==> src/rtl/seg_to_hex_capture.sv <==
// Loopback monitor for the 7-segment driver: filters the multiplexed active-low bus,
// decodes each stable digit to a nibble and hands complete 4-digit frames downstream.
module seg_to_hex_capture #(
   parameter int unsigned STABLE_CYCLES = 4
) (
   input  logic        clk,
   input  logic        rst_n,
   input  logic [6:0]  seg,
   input  logic [3:0]  an,
   output logic [15:0] frame_hex,
   output logic [3:0]  frame_bad,
   output logic        frame_valid,
   input  logic        frame_ready,
   output logic        overrun
);

   localparam logic [7:0] STABLE_C = 8'(STABLE_CYCLES);

   logic [6:0]  seg_q;
   logic [3:0]  an_q;
   logic [7:0]  cnt_q,       cnt_d;
   logic [3:0]  captured_q,  captured_d;
   logic [15:0] stage_hex_q, stage_hex_d;
   logic [3:0]  stage_bad_q, stage_bad_d;
   logic [15:0] frame_hex_q, frame_hex_d;
   logic [3:0]  frame_bad_q, frame_bad_d;
   logic        frame_valid_q, frame_valid_d;
   logic        overrun_q,   overrun_d;

   logic        sample_eq;
   logic        commit;
   logic        out_free;
   logic [1:0]  digit_idx;
   logic [4:0]  dec;

   function automatic logic onehot_low(input logic [3:0] a);
      return (a == 4'b1110) || (a == 4'b1101) || (a == 4'b1011) || (a == 4'b0111);
   endfunction

   // Returns {bad, nibble}; anything outside the glyph set is flagged bad with nibble 0.
   function automatic logic [4:0] decode_glyph(input logic [6:0] s);
      case (s)
         7'h40: return 5'h00;
         7'h79: return 5'h01;
         7'h24: return 5'h02;
         7'h30: return 5'h03;
         7'h19: return 5'h04;
         7'h12: return 5'h05;
         7'h02: return 5'h06;
         7'h78: return 5'h07;
         7'h00: return 5'h08;
         7'h10: return 5'h09;
         7'h08: return 5'h0A;
         7'h03: return 5'h0B;
         7'h46: return 5'h0C;
         7'h21: return 5'h0D;
         7'h06: return 5'h0E;
         7'h0E: return 5'h0F;
         default: return 5'h10;
      endcase
   endfunction

   // The incoming sample is compared against the registered one, so the counter
   // reads 1 on the same edge that first registers a new pattern.
   assign sample_eq = ({an, seg} == {an_q, seg_q});
   assign out_free  = !frame_valid_q || frame_ready;
   assign dec       = decode_glyph(seg_q);

   always_comb begin
      digit_idx = 2'd0;
      case (an_q)
         4'b1101: digit_idx = 2'd1;
         4'b1011: digit_idx = 2'd2;
         4'b0111: digit_idx = 2'd3;
         default: digit_idx = 2'd0;
      endcase
   end

   always_comb begin
      cnt_d  = cnt_q;
      commit = 1'b0;
      if (!onehot_low(an)) begin
         cnt_d = 8'd0;
      end else if (!sample_eq) begin
         cnt_d = 8'd1;
      end else if (cnt_q < STABLE_C) begin
         cnt_d  = cnt_q + 8'd1;
         commit = (cnt_q == STABLE_C - 8'd1);
      end
   end

   always_comb begin
      captured_d    = captured_q;
      stage_hex_d   = stage_hex_q;
      stage_bad_d   = stage_bad_q;
      frame_hex_d   = frame_hex_q;
      frame_bad_d   = frame_bad_q;
      frame_valid_d = frame_valid_q;
      overrun_d     = overrun_q;

      if (frame_valid_q && frame_ready) begin
         frame_valid_d = 1'b0;
      end

      // A full staging set always empties; it either loads or is counted as dropped.
      if (captured_q == 4'hF) begin
         captured_d = 4'h0;
         if (out_free) begin
            frame_hex_d   = stage_hex_q;
            frame_bad_d   = stage_bad_q;
            frame_valid_d = 1'b1;
         end else begin
            overrun_d = 1'b1;
         end
      end

      if (commit) begin
         stage_hex_d[{digit_idx, 2'b00} +: 4] = dec[3:0];
         stage_bad_d[digit_idx]               = dec[4];
         captured_d[digit_idx]                = 1'b1;
      end
   end

   always_ff @(posedge clk) begin
      if (!rst_n) begin
         seg_q         <= 7'h7F;
         an_q          <= 4'hF;
         cnt_q         <= 8'd0;
         captured_q    <= 4'h0;
         stage_hex_q   <= 16'h0000;
         stage_bad_q   <= 4'h0;
         frame_hex_q   <= 16'h0000;
         frame_bad_q   <= 4'h0;
         frame_valid_q <= 1'b0;
         overrun_q     <= 1'b0;
      end else begin
         seg_q         <= seg;
         an_q          <= an;
         cnt_q         <= cnt_d;
         captured_q    <= captured_d;
         stage_hex_q   <= stage_hex_d;
         stage_bad_q   <= stage_bad_d;
         frame_hex_q   <= frame_hex_d;
         frame_bad_q   <= frame_bad_d;
         frame_valid_q <= frame_valid_d;
         overrun_q     <= overrun_d;
      end
   end

   assign frame_hex   = frame_hex_q;
   assign frame_bad   = frame_bad_q;
   assign frame_valid = frame_valid_q;
   assign overrun     = overrun_q;

endmodule

==> config.mk <==
export PLATFORM = sky130hd
export DESIGN_NAME = seg_to_hex_capture
export DESIGN_NICKNAME = d
export VERILOG_FILES = /design/src/rtl/seg_to_hex_capture.sv
export SDC_FILE = /design/constraint.sdc
export NUM_CORES = 1
export LEC_CHECK = 0
export CAP_MARGIN = 20
export CORE_ASPECT_RATIO = 0.6
export CORE_MARGIN = 3
export CORE_UTILIZATION = 31
export CTS_CLUSTER_SIZE = 10
export DETAILED_ROUTE_END_ITERATION = 8
export MAX_ROUTING_LAYER = met4
export PLACE_DENSITY_LB_ADDON = 0.15
export SETUP_SLACK_MARGIN = 0.3
export SLEW_MARGIN = 10
export SYNTH_ARGS = -nofsm -noshare
export SYNTH_HDL_FRONTEND = slang
export SYNTH_SLANG_ARGS = --single-unit
==> constraint.sdc <==
create_clock -name clk -period 3.8 [get_ports clk]
set_input_delay 0.76 -clock clk [delete_from_list [all_inputs] [get_ports clk]]
set_output_delay 0.76 -clock clk [all_outputs]
set_load 0.02 [all_outputs]
==> metrics, run 1 <==
status=finished clean; DRT Wirelength=between 6 and 7 mm; Hold Violations, Final=0; Lkg Pwr=roughly 1.3 nW; Routed met1 length=around 3.7 mm; Routability Congestion=roughly 0.80; root buffer cell=clkbuf_16; fmax=~0.38 GHz; DR top layer=met4; Primary FF master, synth=dfxtp_1; Skew-Pair Late Insertion Delay=330 ps; worst r2r path cells=5; wire length of the first global-routing pass=about 12 mm; cts hold-fix bufs=0; initial antenna violation count=0; TritonCTS clock tree=built; max_cap viols=0; Post-DP Area=3460 sq um; Worst-path clk slew=about 50 ps; CP Launch Type=input port; ys async rst share=0; Die Width=around 130 microns; Yosys top cell area share=0.423; count of final max-slew check failures=0; postcts setup bufs=0; total CTS buffers=9; VDD IR max=267 uV; largest stage delay on the critical path=a little under 500 ps; Synth area leader=dfxtp_1; Core Rows=27; required time of the critical path=slightly above 4000 ps; WL met3=342 microns; Synth Warn #=0; # setup viols final=0; largest net degree at the start of global routing=42; die area=between 10000 and 15000 sq um; class of the worst hold path=reg -> reg; post-synth cell types=49; CP cell instances=clkdlybuf4s50_1 > xor2_1 > nor4_2 > and4_1 > and3_1 > mux2i_1; clk buf depth=2; Post-Synthesis Net Count=370; Crit Path Class=in -> reg; crit end category=flip-flop; Power Dens Cells=about 450 nW/um^2; ANT nets after route=0; post-cts sizing count=0; worst flop-to-flop path endpoint=stage_bad_q[0]; Iter 0 DRT Violations=140; Final Cell Area=about 3800 sq um; vias in the first global route=~2400; flop2flop setup slack=between 1000 and 1500 ps; Area Overhead vs Synth=23.1%; ant diodes=0; total overflow reported by the global router=0; worst rel slew slack=0.486; WL/cell=around 14 microns; worst-path maximum fanout=11; sequential share of the synthesized area=0.423; H-Tree Level Count=3; Synth Cell Area=3080 sq um; slew at the pin closest to its max-slew limit=roughly 760 ps; worst r2r src=seg_q[4]; setup_tns=0 ps; Vias=around 2400; unrepaired setup endpoints after global routing=no; DRT Pass-1 Iters=4; Cells on Worst Hold Path=2; NumNets Final=approximately 390; fin crit period=around 2600 ps; Die Span Y=83.2 microns; Hold Crit Start=stage_hex_q[5]; GR Util All Layers=0.136; skew final=between 10 and 15 ps; fin crit share=0.696; Slowest-stage cell, CP=clkdlybuf4s50_1; HPWL after DPL=4.92 mm; Post-synth EDFFs=0; core area=around 9400 sq um; syn_area_per_cell=8.84 sq um; flops & latches, synth=65; clock sinks=between 60 and 70; Cells after Synth=roughly 350; drt drc=0; layout cell share with drive strength beyond 1=0.0665; WL met2=between 2 and 3 mm; vias per cell=~4.8; I/O pin count=36; Hold Path End=stage_hex_q[5]; top cells by area, synth=dfxtp_1 (42%), nand2_1 (9.8%), a21boi_0 (5.9%); # port buffers=35; worst path arrival time=around 2900 ps; # fillers=between 900 and 1000; Initial Util=0.326
per-layer routing:
layer  up-vias  GRT usage
met1      1139      0.197
met2        42      0.177
li1       1236          -
met3         7     0.0424
met4         0     0.0444
met5         -          -
cell usage in the layout (no fill, tap or decap), drive strengths merged, types with 8 or more instances in the layout:
cell / instances
nand2: 80
nand2b: 14
ha: 8
nor2: 8
dfxtp: 65
clkdlybuf4s50: 34
mux2i: 17
xor2: 15
clkbuf: 14
a21boi: 24
cell usage after synthesis, types with 2 or more instances:
| library cell | instances |
|---|---|
| nand2_1 | 80 |
| dfxtp_1 | 65 |
| a21boi_0 | 24 |
| mux2i_1 | 17 |
| xor2_1 | 15 |
| nand2b_1 | 14 |
| clkbuf_1 | 11 |
| ha_1 | 8 |
| nor2_1 | 8 |
| buf_2 | 7 |
| inv_1 | 7 |
| nand3_1 | 7 |
| o21ai_0 | 7 |
| and2_1 | 6 |
| nand4_1 | 5 |
| a31o_2 | 4 |
| and3_1 | 4 |
| buf_6 | 4 |
| nand4b_1 | 4 |
| nor3_1 | 4 |
| nor4_1 | 4 |
| a31oi_1 | 3 |
| and3b_1 | 3 |
| nor2b_1 | 3 |
| nor4b_1 | 3 |
| o211ai_1 | 3 |
| o21a_1 | 3 |
| nor4_2 | 2 |
| or3_1 | 2 |
| xnor2_1 | 2 |
worst max-delay path, delay by kind of cell:
kind | cells | cell delay (ps)
xor+xnor | 1 | 210
mux | 1 | 230
simple gates | 3 | 1200
buf+inv | 1 | 490
logic make-up after synthesis:
| logic type | share of synthesized area |
|---|---|
| XOR/XNOR | 0.0484 |
| buffers and inverters | 0.0533 |
| AO/OA/AOI/OAI | 0.128 |
| AND/OR/NAND/NOR | 0.259 |
| multiplexers | 0.0553 |
| adder cells (fa/ha/maj) | 0.0325 |
| flip-flops | 0.423 |
cell type report:
class                   instances  area [sq um]  area share
flip-flops and latches         65          1300       0.344
repair buffers                 37           360      0.0952
clock buffers                  14           264      0.0698
clock inverters                 2          60.1      0.0159
multi-input cells             251          1610       0.425
inverters                       7          26.3     0.00694
well taps                     130           163      0.0430
power breakdown:
part / switching (mW) / internal, mW / total, mW
registers: 0.0188 / 0.689 / 0.708
logic: 0.0499 / 0.0427 / 0.0927
clock network: 0.278 / 0.610 / 0.888
flip-flops by register name, summed over array words and instances (netlist names):
name	flops
overrun	1
stage_hex_q	16
seg_q	7
captured_q	4
frame_bad	4
frame_hex	16
an_q	4
cnt_q	8
frame_valid	1
stage_bad_q	4
worst max path at each step:
stage / to / startpoint / depth (start not counted)
floorplan: stage_bad_q[0] / seg[2] / 7
global placement: stage_bad_q[0] / an[2] / 6
detailed placement: stage_hex_q[3] / an[3] / 6
CTS: stage_hex_q[3] / an[3] / 6
global route: stage_bad_q[0] / an[3] / 6
finish: stage_bad_q[0] / an[3] / 6
metrics by stage:
step	hold slack [ps]	util	worst slack, ps	cells	power, mW
floorplan	430	-	1720	348	0.783
global placement	446	0.367	891	490	0.814
detailed placement	446	0.367	830	490	0.815
CTS	459	0.402	1160	506	1.71
global route	470	0.402	992	506	1.76
finish	456	0.402	1160	506	1.69
Note: power is estimated with default switching activity, not from simulation.
==> run 2, diff against run 1 <==
- clock period: 3.8 -> 2.3 ns (I/O delays scaled with it)
==> run 2 against run 1 <==
  * Core utilization increased by 2.4 points
  * Sequential cell count did not move
  * Total power rose by 68%
  * Critical path depth unchanged
  * Critical endpoint is now stage_hex_q[0]
  * Largest cell class unchanged
==> metrics, run 2 (same netlist as run 1, synthesis figures left out) <==
status=finished clean; slew at the pin closest to its max-slew limit=457 ps (-303 ps); core area=9430 sq um (unchanged); TritonCTS clock tree=built; fmax=0.526 GHz; max_cap viols=0 (unchanged); Skew-Pair Late Insertion Delay=330 ps (about the same); Die Width=135 microns (unchanged); worst r2r src=seg_q[3]; GR Util All Layers=0.138 (+0.00177); Clock Power Share=0.525 (about the same); Hold Crit Start=seg[4]; crit-path leading delay family=simple AND/OR/NAND/NOR gates; Hold Path End=seg_q[4]; Pint=2.23 mW (+66%); Area Overhead vs Synth=30.4%; Lkg Pwr=1.49 nW (+12%); layout cell share with drive strength beyond 1=0.157 (+0.0909); Power Dens Cells=709 nW/um^2 (+59%); Setup WS pre-CTS=-163 ps (-993 ps); worst flop-to-flop path endpoint=stage_hex_q[0]; Core Rows=27 (unchanged); root buffer cell=clkbuf_16; Sequential Power Share=0.409 (-0.010); vias per cell=4.70 (-2.0%); worst-path maximum fanout=17 (+6); Comb pwr share=0.066 (+0.011); largest stage delay on the critical path=520 ps (+30 ps); VDD IR max=391 uV (+46%); required time of the critical path=2550 ps (-1510 ps); Switching Share=0.216 (+0.0106); # setup viols final=0 (unchanged); die area=11200 sq um (unchanged); total CTS buffers=9 (unchanged); Initial Util=0.326 (unchanged); commonest non-fill, non-tap cells in the layout=nand2_1 (80), dfxtp_1 (60), clkdlybuf4s50_1 (27); NumNets Final=411 (+4.6%); Hold Violations, Final=0 (unchanged); DRT Pass-1 Iters=4 (unchanged); Worst-path clk slew=60 ps (about the same); count of final max-slew check failures=0 (unchanged); CP Launch Type=flip-flop; clock sinks=65 (unchanged); initial antenna violation count=0 (unchanged); fin crit share=0.826; CP cell instances=xor2_2 > nor4_2 > and4_4 > and3_1 > buf_6 > mux2i_1; WL/cell=13.2 microns (-2.0%); Die Span Y=83.2 microns (unchanged); Routability Congestion=0.851 (+5.9%); final worst slack=400 ps (-755 ps); Slowest-stage cell, CP=dfxtp_2; setup_tns=0 ps (unchanged); crit end category=flip-flop; total overflow reported by the global router=0 (unchanged); Crit Path Class=reg -> reg; H-Tree Level Count=3 (unchanged); unrepaired setup endpoints after global routing=no; vias in the first global route=2372 (+0.85%); worst r2r path cells=6 (+1); Iter 0 DRT Violations=143 (+2.1%); largest net degree at the start of global routing=30 (-29%); Vias=2461 (+1.5%); skew final=5.10 ps (-6.86 ps); wire length of the first global-routing pass=12.1 mm (+1.2%); drt drc=0 (unchanged); worst rel slew slack=0.692 (+0.207); CP Buf/Inv Count=1 (unchanged); class of the worst hold path=in -> reg; clk buf depth=2 (unchanged); ANT nets after route=0 (unchanged); DRT Wirelength=6.93 mm (+1.5%); Cells on Worst Hold Path=2 (unchanged); # port buffers=35 (unchanged); post-layout util=0.426 (+0.0240); HPWL after DPL=4.99 mm (+1.4%); worst path arrival time=2150 ps (-750 ps); Net Sw Power=0.615 mW (+77%); I/O pin count=36 (unchanged); most common cell after layout, fill and taps aside=nand2_1; ant diodes=0 (unchanged); fin crit period=roughly 1900 ps; flop2flop setup slack=400 ps (-960 ps)
## run 2: layout make-up
| cell class | count | area [sq um] |
|---|---|---|
| Tap cell | 130 | 163 |
| Sequential cell | 65 | 1310 |
| Fill cell | 917 | 5410 |
| Timing Repair Buffer | 55 | 517 |
| Clock buffer | 11 | 253 |
| Multi-Input combinational cell | 251 | 1670 |
| Inverter | 7 | 26.3 |
| Clock inverter | 5 | 77.6 |
## run 2: what timing repair did
action,in CTS,in global routing
pin swaps,2,5
setup endpoints to repair,22,24
hold buffers,0,0
buffers inserted,2,1
resized for setup,6,24
## run 2: worst max-delay path by stage
stage	start	to	slack, ps	cells after the start
floorplan	an_q[3]	stage_hex_q[15]	420	6
global placement	an[2]	stage_hex_q[7]	-100	6
detailed placement	an[3]	stage_hex_q[12]	-160	6
CTS	seg[3]	stage_hex_q[0]	300	7
global route	seg_q[3]	stage_hex_q[2]	270	6
finish	seg_q[3]	stage_hex_q[0]	400	6
## run 2: layer usage
layer / track usage / wire length [microns] / vias up
li1: - / - / 1268
met1: 0.203 / 3800 / 1132
met2: 0.178 / 2700 / 53
met3: 0.0406 / 362 / 8
met4: 0.0416 / 74 / 0
met5: - / 0 / -
## run 2: through the flow
step	total power [mW]	std cells	hold WS [ps]	cell area (sq um)
2_1_floorplan	1.29	348	430	3080
3_3_place_gp	1.36	505	446	3570
3_5_place_dp	1.36	505	447	3570
4_1_cts	2.88	523	463	3930
5_1_grt	2.97	524	427	4010
6_report	2.85	524	408	4010
## run 2: power by group through the flow
| stage | combinational [mW] | clock, mW | sequential, mW |
|---|---|---|---|
| detailed placement | 0.177 | 0 | 1.19 |
| CTS | 0.182 | 1.54 | 1.16 |
| global route | 0.212 | 1.59 | 1.17 |
| finish | 0.189 | 1.49 | 1.16 |
| global placement | 0.178 | 0 | 1.18 |
| floorplan | 0.124 | 0 | 1.17 |
==> run 3, diff against run 2 <==
- clock period: 2.3 -> 1.87 ns (I/O delays scaled with it)
==> run 3 against run 2 <==
  * Clock-buffer cell count grew 3
  * Combinational power increased by 59%
  * Worst hold slack lost 80 ps
  * Critical endpoint is now stage_hex_q[11]
  * Largest power group unchanged
  * Highest routed layer unchanged
==> metrics, run 3 (same netlist as run 1, synthesis figures left out) <==
unrepaired setup endpoints after global routing=yes; worst path arrival time=2120 ps (-30 ps); status=finished clean; crit end category=flip-flop; max_cap viols=0 (unchanged); total CTS buffers=9 (unchanged); largest net degree at the start of global routing=31 (+3.3%); WL/cell=13.2 microns (-0.13%); worst r2r src=an_q[3]; Worst-path clk slew=50 ps (about the same); skew final=5.37 ps (+0.274 ps); vias per cell=4.71 (+0.21%); slew at the pin closest to its max-slew limit=444 ps (-13.7 ps); Post-DP Area=3770 sq um (+5.5%); HPWL after DPL=5.17 mm (+3.5%); Die Span Y=83.2 microns (unchanged); VDD IR max=481 uV (+23%); core area=9430 sq um (unchanged); worst r2r path cells=7 (+1); CP startpoint=an_q[3]; clk buf depth=2 (unchanged); layout cell share with drive strength beyond 1=0.231 (+0.0732); root buffer cell=clkbuf_16; Hold Violations, Final=0 (unchanged); Final Cell Area=4270 sq um (+6.5%); required time of the critical path=2130 ps (-420 ps); count of final max-slew check failures=0 (unchanged); Hold Path End=seg_q[5]; I/O pin count=36 (unchanged); Hold Crit Start=seg[5]; die area=11200 sq um (unchanged); # setup viols final=0 (unchanged); vias in the first global route=2453 (+3.4%); Initial Util=0.326 (unchanged); # port buffers=35 (unchanged); Lkg Pwr=1.67 nW (+12%); cts hold-fix bufs=0 (unchanged); worst flop-to-flop path endpoint=stage_hex_q[11]; Skew-Pair Late Insertion Delay=330 ps (about the same); CP Launch Type=flip-flop; fin crit period=1870 ps (-35.2 ps); ant diodes=0 (unchanged); Iter 0 DRT Violations=152 (+6.3%); ANT nets after route=0 (unchanged); Area Overhead vs Synth=38.9%; DRT Wirelength=7.16 mm (+3.3%); wire length of the first global-routing pass=12.2 mm (+0.98%); H-Tree Level Count=3 (unchanged); fmax=0.536 GHz (+1.9%); NumNets Final=429 (+4.4%); worst-path maximum fanout=4 (-13); TritonCTS clock tree=built; Core Rows=27 (unchanged); fin crit share=0.997 (+0.171); clock sinks=65 (unchanged); Routability Congestion=0.850 (-0.13%); Cells on Worst Hold Path=2 (unchanged); most common cell after layout, fill and taps aside=nand2_1; Die Width=135 microns (unchanged); flop2flop setup slack=5 ps (-390 ps); Crit Path Class=reg -> reg; initial antenna violation count=0 (unchanged); commonest non-fill, non-tap cells in the layout=nand2_1 (80), dfxtp_1 (57), dlygate4sd2_1 (31); WHS=329 ps (-79.5 ps); worst rel slew slack=0.702 (+0.00964); Vias=2551 (+3.7%); Power Dens Cells=808 nW/um^2 (+14%); total overflow reported by the global router=0 (unchanged); drt drc=0 (unchanged); class of the worst hold path=in -> reg; GR Util All Layers=0.141 (+0.00279); DRT Pass-1 Iters=4 (unchanged)
## run 3: cell types whose count changed in the layout (fill, tap and decap cells not counted), moves of 3 or more
cell             change
a21boi_0             -3
buf_4               +11
buf_6                +6
clkdlybuf4s50_1     -25
dfxtp_1              -3
dfxtp_4              +4
dlygate4sd2_1       +31
dlymetal6s2s_1       -6
nand3_1              -4
nand3_4              +4
xor2_1               -3
## run 3: worst max-delay path, cell delays in order (launching register included)
cell and delay (ps):
dfxtp_4 390, xor2_1 170, nand3_2 140, ha_4 320, nand3b_1 110, a31oi_1 210
nand4_1 240, o21ai_1 210
## run 3: timing repair
item | 4_1_cts | 5_1_grt
pin swaps | 19 | 8
resized for setup | 55 | 22
setup buffers | 1 | 5
cloned | 0 | 0
endpoints found under the setup margin | 53 | 35
## run 3: how the worst max path moves through the flow
| stage | to | slack [ps] | cells past startpoint |
|---|---|---|---|
| floorplan | stage_bad_q[0] | 190 | 7 |
| CTS | stage_hex_q[11] | 40 | 7 |
| global route | stage_hex_q[11] | -70 | 7 |
| detailed placement | stage_hex_q[7] | -560 | 6 |
| finish | stage_hex_q[11] | 5 | 7 |
| global placement | stage_hex_q[4] | -510 | 6 |
## run 3: cell type report
class | instances | area (sq um)
Multi-Input combinational cell | 251 | 1820
Fill cell | 919 | 5150
Clock buffer | 14 | 274
Clock inverter | 2 | 35.0
Timing Repair Buffer | 73 | 633
Tap cell | 130 | 163
Inverter | 7 | 26.3
Sequential cell | 65 | 1320
## run 3: per-stage QoR
step	util	TNS, ps	power [mW]	worst slack (ps)	instances
after global routing	0.453	-229	3.58	-72.3	542
final	0.453	0	3.45	4.97	542
after floorplan	-	0	1.61	187	348
after detailed placement	0.400	-12260	1.72	-561	520
after CTS	0.438	0	3.47	40.5	537
after global placement	0.400	-11000	1.72	-508	520
## run 3: per-layer routing
layer / vias to the layer above / routed length (microns) / GRT usage
met5: - / 0 / -
met2: 43 / 2840 / 0.184
met1: 1198 / 3870 / 0.202
li1: 1302 / - / -
met4: 0 / 98 / 0.0416
met3: 8 / 353 / 0.0478
## run 3: report_power, final
| part | internal (mW) | switching [mW] | leakage (nW) |
|---|---|---|---|
| Sequential | 1.40 | 0.0247 | 0.526 |
| Clock | 1.14 | 0.589 | 0.153 |
| Combinational | 0.145 | 0.155 | 0.993 |
==> edit (flow settings as in run 2) <==
Make the reset (`rst_n`) asynchronous in one clocked block.
--- a/src/rtl/seg_to_hex_capture.sv
+++ b/src/rtl/seg_to_hex_capture.sv
@@ -123,3 +123,3 @@
 
-   always_ff @(posedge clk) begin
+   always_ff @(posedge clk or negedge rst_n) begin
       if (!rst_n) begin
Check against the original RTL: no difference found for any inputs over 10 cycles, from zero or initial values and one cycle with rst_n low; that may be too few to reach the edited logic, so the function may still have changed.
==> edit against run 2 <==
Cell area up 5.4%; setup slack worse by 140 ps; cell count down 15%; power up 1.8%; synthesized area down 0.61%; routed wire length down 2.9%; sequential cell count unchanged; critical path type unchanged; largest power group unchanged.
==> edit: results (changes against run 2) <==
dpl hpwl=4656 um (-6.8%); sequential fraction of the synthesis area=0.5366 (+0.1135); first-pass GRT wire length=11470 um (-5.1%); GRT Util Overall=0.1365 (-0.001305); GRT met2 Usage=0.1686 (-0.009572); setup bufs post-CTS=4 (+2); vias in the first global route=2164 (-8.8%); Cells after DPL=424 (-16%); worst hold path type=input port to asynchronous set/reset pin; status=finished clean; worst-path maximum fanout=6 (-11); commonest cells in the netlist=dfrtp_1 (54), mux2_2 (40), nand2_1 (14), nor2_1 (14), xnor2_1 (12); met1 wire length=3683 um (-3.1%); Post-Route Skew=5.447 ps (+0.3482 ps); Avg WL per Cell=15.06 um (+14%); IO buf count=35 (unchanged); initial antenna violation count=0 (unchanged); H-Tree Depth=3 (unchanged); WL met2=2625 um (-2.6%); Worst VDD drop=0.0004093 V (+4.8%); Placed Area=3714 um^2 (+3.9%); fraction of layout cells with a size suffix above 1=0.3849 (+0.2275); RD Place Congestion=0.8220 (-3.5%); total number of vias=2114 (-14%); Top Metal Used=met4; via/cell ratio=4.729 (+0.70%); largest net degree at the start of global routing=23 (-23%); library cells used by synthesis=50 (+2.0%); Placement Setup Slack=-246.4 ps (-83.63 ps); DR iter-0 viols=132 (-7.7%); static leakage=1.970 nW (+32%); arrival time at the worst endpoint=2250 ps (+100 ps); Antenna Diode Count=0 (unchanged); Top Family by Delay on Critical Path=flip-flops; Slowest-stage cell, CP=dfstp_2; wire length on met3=363 um (+0.28%); Worst-Margin Slew=506.2 ps (+48.82 ps); PostCTS Resize Cnt=23 (+17); met3 usage=0.05387 (+0.01332); syn_nets=268 (-28%); Syn Inst Count=246 (-29%); antenna-violating nets left=0 (unchanged); Async SR Flop Fraction=1.000 (+1.000); Pre-Repair DR Iteration Count=4 (unchanged); Switch Pwr=0.0006265 W (+1.9%); max incr delay on CP=610 ps (+90 ps); Synth area leaders=dfrtp_1 (44%), mux2_2 (15%), dfstp_2 (9.5%); Worst-Skew Late Latency=330 ps (about the same); routing usage on met1=0.2022 (-0.0009733); fin nets=334 (-19%); area leader, netlist=dfrtp_1
[edit: changes by cell type after synthesis, moves of 16 or more]
cell | run 2 | this run
nand2_1 | 80 | 14
dfxtp_1 | 65 | 0
dfrtp_1 | 0 | 54
mux2_2 | 0 | 40
a21boi_0 | 24 | 0
mux2i_1 | 17 | 1
[edit: power by group through the flow]
stage / registers, W / logic [W] / clock network [W]
floorplan: 0.00120 / 0.0000926 / 0
global placement: 0.00120 / 0.000190 / 0
detailed placement: 0.00120 / 0.000189 / 0
CTS: 0.00118 / 0.000211 / 0.00155
global route: 0.00118 / 0.000240 / 0.00159
finish: 0.00118 / 0.000216 / 0.00150
[edit: kinds of logic (layout without fill, tap and decap cells)]
group,after synthesis,count (layout),synth area share
mux,41,41,0.1506
buf+inv,13,84,0.01924
simple gates,79,79,0.1539
fa+ha+maj,8,8,0.03275
compound gates,24,24,0.06100
xor+xnor,16,16,0.04584
flops,65,65,0.5366
[edit: final cells by class]
| type | count | area, um^2 |
|---|---|---|
| clock buffers | 11 | 252.7 |
| clock inverters | 5 | 77.57 |
| fillers | 879 | 5164 |
| inverters | 2 | 7.507 |
| multi-input cells | 168 | 1471 |
| flip-flops and latches | 65 | 1640 |
| well taps | 130 | 162.7 |
| repair buffers | 66 | 615.6 |
[edit: path summary, 6_finish.rpt]
| check | startpoint | end | slack (ps) | cells after the start |
|---|---|---|---|---|
| worst max-delay path | seg_q[0] | stage_hex_q[7] | 260 | 7 |
| worst min-delay path | rst_n | cnt_q[2] | 100 | 1 |
| worst max register to register | seg_q[0] | stage_hex_q[7] | 260 | 7 |
| worst min register to register | captured_q[0] | captured_q[0] | 470 | 2 |
| max in group asynchronous | rst_n | frame_hex[3] | 1530 | 2 |
| min in group clk | seg[5] | seg_q[5] | 280 | 1 |
